$ cat config.mk
export PLATFORM = sky130hd
export DESIGN_NAME = sram_rd_stream
export DESIGN_NICKNAME = d
export VERILOG_FILES = /design/src/rtl/sram_rd_stream_pkg.sv /design/src/rtl/sram_rd_stream_fifo2.sv /design/src/rtl/sram_rd_stream.sv
export SDC_FILE = /design/constraint.sdc
export NUM_CORES = 1
export LEC_CHECK = 0
export BUFFER_PORTS_ARGS = -buffer_cell sky130_fd_sc_hd__buf_4
export CAP_MARGIN = 20
export CORE_MARGIN = 5
export CORE_UTILIZATION = 54
export CTS_BUF_LIST = sky130_fd_sc_hd__clkbuf_4 sky130_fd_sc_hd__clkbuf_8 sky130_fd_sc_hd__clkbuf_16
export CTS_CLUSTER_SIZE = 25
export DETAILED_ROUTE_END_ITERATION = 8
export HOLD_SLACK_MARGIN = 0.1
export PLACE_DENSITY_LB_ADDON = 0.25
export SLEW_MARGIN = 30
export SYNTH_ARGS = -nofsm -noshare
export SYNTH_HDL_FRONTEND = slang
export SYNTH_SLANG_ARGS = --single-unit
$ cat constraint.sdc
create_clock -name clk -period 3.7 [get_ports clk]
set_input_delay 0.185 -clock clk [delete_from_list [all_inputs] [get_ports clk]]
set_output_delay 0.185 -clock clk [all_outputs]
set_load 0.05 [all_outputs]
$ cat src/rtl/sram_rd_stream_pkg.sv
// Shared types and defaults for the SRAM read streamer and its output buffer.
package sram_rd_stream_pkg;

  typedef enum logic [1:0] {
    IDLE  = 2'd0,
    RUN   = 2'd1,
    DRAIN = 2'd2
  } state_e;

  localparam int BW_DEF        = 32;
  localparam int AW_DEF        = 11;
  localparam int BUF_DEPTH_DEF = 2;

  // Occupancy counter width: must hold 0..depth inclusive.
  function automatic int fill_w(input int depth);
    return $clog2(depth + 1);
  endfunction

  localparam int FILL_W_DEF = $clog2(BUF_DEPTH_DEF + 1);

endpackage

$ cat src/rtl/sram_rd_stream_fifo2.sv
// Small circular output buffer: push/pop, occupancy count and registered head word.
module stream_fifo2
  import sram_rd_stream_pkg::*;
#(
  parameter int W     = BW_DEF,
  parameter int DEPTH = BUF_DEPTH_DEF,
  parameter int FW    = fill_w(DEPTH)
) (
  input  logic          clk_i,
  input  logic          rst_i,
  input  logic          push_i,
  input  logic [W-1:0]  push_data_i,
  input  logic          pop_i,
  output logic [FW-1:0] fill_o,
  output logic [W-1:0]  head_o
);

  localparam int PW = (DEPTH > 1) ? $clog2(DEPTH) : 1;

  logic [W-1:0]  mem_q [DEPTH];
  logic [PW-1:0] wr_q, rd_q;
  logic [FW-1:0] fill_q;

  function automatic logic [PW-1:0] ptr_inc(input logic [PW-1:0] p);
    return (p == PW'(DEPTH - 1)) ? '0 : p + PW'(1);
  endfunction

  always_ff @(posedge clk_i or posedge rst_i) begin
    if (rst_i) begin
      for (int i = 0; i < DEPTH; i++) mem_q[i] <= '0;
      wr_q   <= '0;
      rd_q   <= '0;
      fill_q <= '0;
    end else begin
      if (push_i) begin
        mem_q[wr_q] <= push_data_i;
        wr_q        <= ptr_inc(wr_q);
      end
      if (pop_i) rd_q <= ptr_inc(rd_q);
      fill_q <= fill_q + FW'(push_i) - FW'(pop_i);
    end
  end

  assign fill_o = fill_q;
  assign head_o = mem_q[rd_q];

endmodule

$ cat src/rtl/sram_rd_stream.sv
// SRAM read sequencer streaming a run of words through a credit-managed output buffer.
// Optional stall counter output enabled by defining SRAM_RD_STREAM_PERF_EN.
module sram_rd_stream
  import sram_rd_stream_pkg::*;
#(
  parameter int BW        = BW_DEF,
  parameter int AW        = AW_DEF,
  parameter int BUF_DEPTH = BUF_DEPTH_DEF
) (
  input  logic          clk,
  input  logic          reset,
  input  logic          start,
  input  logic [AW-1:0] base_addr,
  input  logic [AW:0]   len,
  output logic          busy,
  output logic          done,
  output logic          sram_cen,
  output logic          sram_wen,
  output logic [AW-1:0] sram_a,
  input  logic [BW-1:0] sram_q,
  output logic [BW-1:0] out_data,
  output logic          out_valid,
  input  logic          out_ready
`ifdef SRAM_RD_STREAM_PERF_EN
  ,
  output logic [15:0]   perf_stall_cnt
`endif
);

  localparam int FW = fill_w(BUF_DEPTH);

  state_e        state_q, state_d;
  logic [AW-1:0] addr_q, addr_d;
  logic [AW:0]   rem_q, rem_d;
  logic          inflight_q;
  logic          done_q, done_d;
  logic [FW-1:0] fill;
  logic [FW:0]   occ_next;
  logic          pop, issue;

  assign out_valid = (fill != '0);
  assign pop       = out_valid && out_ready;
  // A read may go out only if its word is guaranteed a slot when it lands.
  assign occ_next  = {1'b0, fill} + (FW+1)'(inflight_q) - (FW+1)'(pop);
  assign issue     = (state_q == RUN) && (occ_next < (FW+1)'(BUF_DEPTH));

  always_comb begin
    state_d = state_q;
    addr_d  = addr_q;
    rem_d   = rem_q;
    done_d  = 1'b0;
    case (state_q)
      IDLE: begin
        if (start) begin
          addr_d = base_addr;
          rem_d  = len;
          if (len == '0) done_d  = 1'b1;
          else           state_d = RUN;
        end
      end
      RUN: begin
        if (issue) begin
          addr_d = addr_q + AW'(1);
          rem_d  = rem_q - (AW+1)'(1);
          if (rem_q == (AW+1)'(1)) state_d = DRAIN;
        end
      end
      DRAIN: begin
        if (pop && (fill == FW'(1)) && !inflight_q) begin
          state_d = IDLE;
          done_d  = 1'b1;
        end
      end
      default: state_d = IDLE;
    endcase
  end

  always_ff @(posedge clk or posedge reset) begin
    if (reset) begin
      state_q    <= IDLE;
      addr_q     <= '0;
      rem_q      <= '0;
      inflight_q <= 1'b0;
      done_q     <= 1'b0;
    end else begin
      state_q    <= state_d;
      addr_q     <= addr_d;
      rem_q      <= rem_d;
      inflight_q <= issue;
      done_q     <= done_d;
    end
  end

  stream_fifo2 #(
    .W     (BW),
    .DEPTH (BUF_DEPTH),
    .FW    (FW)
  ) u_buf (
    .clk_i       (clk),
    .rst_i       (reset),
    .push_i      (inflight_q),
    .push_data_i (sram_q),
    .pop_i       (pop),
    .fill_o      (fill),
    .head_o      (out_data)
  );

  assign busy     = (state_q != IDLE);
  assign done     = done_q;
  assign sram_cen = ~issue;
  assign sram_wen = 1'b1;
  assign sram_a   = addr_q;

`ifdef SRAM_RD_STREAM_PERF_EN
  logic [15:0] stall_q;

  always_ff @(posedge clk or posedge reset) begin
    if (reset) begin
      stall_q <= '0;
    end else if ((state_q == IDLE) && start) begin
      stall_q <= '0;
    end else if ((state_q != IDLE) && out_valid && !out_ready && (stall_q != 16'hFFFF)) begin
      stall_q <= stall_q + 16'd1;
    end
  end

  assign perf_stall_cnt = stall_q;
`endif

endmodule

==> results.md <==
* Buffer levels on the longest clock path at 2
* Hold path startpoint: out_ready
* Setup CP Type: register to output port
* CP peak stage delay at 450 ps
* Final WL at ~10000 um
* Diode count at 0
* Port buffer count at approximately 110
* Pin count of the biggest net entering global routing at 51
* Slew Limit Headroom at a little over two fifths
* Final Slew Violations at 0
* Die width at slightly above 100 um
* Max Clock Skew at 14.14 ps
* Die area at 10470 um^2
* Share of cells above drive strength 1 at 44.49%
* Crit path launch: u_buf.fill_o[1]$_DFF_PP0_
* Startpoint Class: register
* Part of the cycle the worst path needs at about three quarters
* Status: finished clean
* GP Congestion at around 0.85
* CTS tree: built
* Min Clock Period, post-route at 2718 ps
* Finish-stage setup viols at 0
* Synth unique cells at about 50
* Total CTS buffers at 9
* Slowest CP cell: dfrtp_1
* Post-DRT Antenna Nets at 0
* Ports at 107
* Max Cap Violations at 0
* Post-synth net total at between 400 and 500
* First-pass GRT wire length at 16970 um
* Clock slew at reported path FFs at around 90 ps
* Average size of a mapped cell at approximately 12 um^2
* Post-synth EDFFs at 0
* CTS root buffer: clkbuf_8
* Pre-antenna DRT Iters at 4
* 1st-iter DRT viols at roughly 110
* Hold Fails Final Rpt at 0
* Top_reg_cell synth: dfrtp_1
* Vias in the first global route at ~3700
* Total core area at 8258 um^2
* CTS sink cnt at between 90 and 100
* Setup TNS Final at 0 ps
* Buf+Inv Stages, Crit Path at 2
* Setup crit end kind: output port
* CTS resizes at 0
* CP top delay family: adder cells
* Total GRT Usage at approximately a fifth
* Maximum clock rate at approximately 0.37 GHz
* Final nets at 585
* Worst path arrival time at 2530 ps
* Later-pin clock latency in the skew report at about 360 ps
* Vias at around 3600
* Post-synthesis sequential area ratio at 51.64%
* Initial antenna violation count at 0
* Row count at 33
* Reg-to-Reg Start: u_buf.fill_o[1]$_DFF_PP0_
* Total congestion overflow at 0
* Critical path, cell by cell: nand3_1 -> o21ai_0 -> ha_1 -> fa_1 -> xnor2_1 -> nor3_1 -> inv_1 -> buf_4
* Worst Hold Class: input port to register
* Critical Path RT at about 3500 ps
* Drt wl/cell at approximately 17 um
* # H-tree levels at 3
* Top cell type's share of synthesized area at between 50% and 60%
* Critical path fanouts, max at 5
* Share of synthesized registers carrying an async set or reset at 100.0%
* Worst slew pin tran at 866.8 ps
* Die Y at slightly above 100 um
* Synth area leaders: dfrtp_1, mux2_2, a21oi_1, nand2_1, o22ai_1
* Drt drc at 0
* Filler Cell Count at 570
* Area leader, netlist: dfrtp_1
* Synth-to-layout area growth at 32.10%
* Post-synth top cells: dfrtp_1, mux2_2, a21oi_1
* Synth Warn # at 0
* Cell area after synthesis at between 4000 and 5000 um^2
* Initial Util at 55.74%
* #FFs+latches synth at 95
* Via/cell ratio at around 5.7
* Post-Syn Instances at ~380
* RSZ-0062 raised after global routing: no
* Post-DP HPWL at between 7000 and 8000 um
[path summary, 6_finish.rpt]
kind / depth (start not counted) / to / slack (ps)
setup / recovery: 8 / sram_cen / 980
hold / removal: 3 / u_buf.rd_q$_DFFE_PP0P_ / 120
setup reg to reg: 9 / rem_q[9]$_DFFE_PP0P_ / 1080
hold reg to reg: 1 / u_buf.wr_q$_DFFE_PP0P_ / 490
max in group asynchronous: 4 / rem_q[2]$_DFFE_PP0P_ / 2580
min in group asynchronous: 3 / u_buf.mem_q[28]$_DFFE_PP0P_ / 260
[final cells by class]
cell class,instances,area [um^2],share of cell area [%]
inverters,9,35.03,0.5761
repair buffers,149,1209,19.88
well taps,105,131.4,2.160
multi-input cells,257,2097,34.49
flip-flops and latches,95,2377,39.09
clock inverters,7,107.6,1.770
clock buffers,9,123.9,2.037
[worst min-delay path, stage by stage]
cell and delay [ps]:
buf_4 120, nand2_1 70, xnor2_1 60
[timing repair]
item,4_1_cts,5_1_grt
hold endpoints to repair,112,0
setup buffers,0,0
hold buffers,36,0
[sequential cells by signal, summed over array words and instances (netlist names)]
name,count
u_buf.mem_q,64
rem_q,12
sram_a,11
state_q,2
u_buf.fill_o,2
done,1
inflight_q,1
u_buf.rd_q,1
u_buf.wr_q,1
[placed cells by master, fill, tap and decap left out, types with 3 or more instances in the layout]
cell type      instances
or2_2                  3
inv_1                  8
ha_1                   4
mux2i_1                3
o21ai_0                9
o32ai_1                3
nand2_1               23
dfrtp_1               95
a21oi_1               28
nor3_1                 6
nor4_1                 4
buf_4                113
nor3b_1                4
dlygate4sd3_1         36
mux2_2                95
a31oi_1                3
a2bb2oi_1              3
nand3_1                8
clkbuf_8               9
o22ai_1               11
nor2_1                 8
nand4_1                4
[logic make-up after synthesis]
kind of cell | after synthesis | share of synthesized area (%)
XOR/XNOR | 4 | 0.7612
adder cells (fa/ha/maj) | 5 | 1.522
flip-flops | 95 | 51.64
buffers and inverters | 32 | 2.854
AO/OA/AOI/OAI | 70 | 9.759
AND/OR/NAND/NOR | 78 | 9.241
other | 1 | 0.08147
multiplexers | 99 | 24.14
[metal layers]
| layer | global-route usage [%] | up-vias | routed length (um) |
|---|---|---|---|
| met1 | 25.79 | 1755 | 4488 |
| met2 | 35.33 | 111 | 5243 |
| li1 | - | 1684 | - |
| met5 | 0 | - | 0 |
| met3 | 3.140 | 17 | 533 |
| met4 | 7.064 | 0 | 179 |
[stage by stage]
stage / util [%] / worst slack (ps) / instance area, um^2 / hold slack (ps) / cells
4_1_cts: 73.64 / 964.8 / 6081 / 109.3 / 631
3_5_place_dp: 66.47 / 1115 / 5489 / 95.99 / 579
2_1_floorplan: - / 1038 / 4603 / 316.7 / 384
6_report: 73.64 / 982.1 / 6081 / 122.0 / 631
5_1_grt: 73.64 / 865.8 / 6081 / 112.2 / 631
3_3_place_gp: 66.47 / 1227 / 5489 / 88.55 / 579
Power is left out: the tool's default activity adds up to more than one toggle a clock period on the data nets, which glitch-free logic cannot reach.
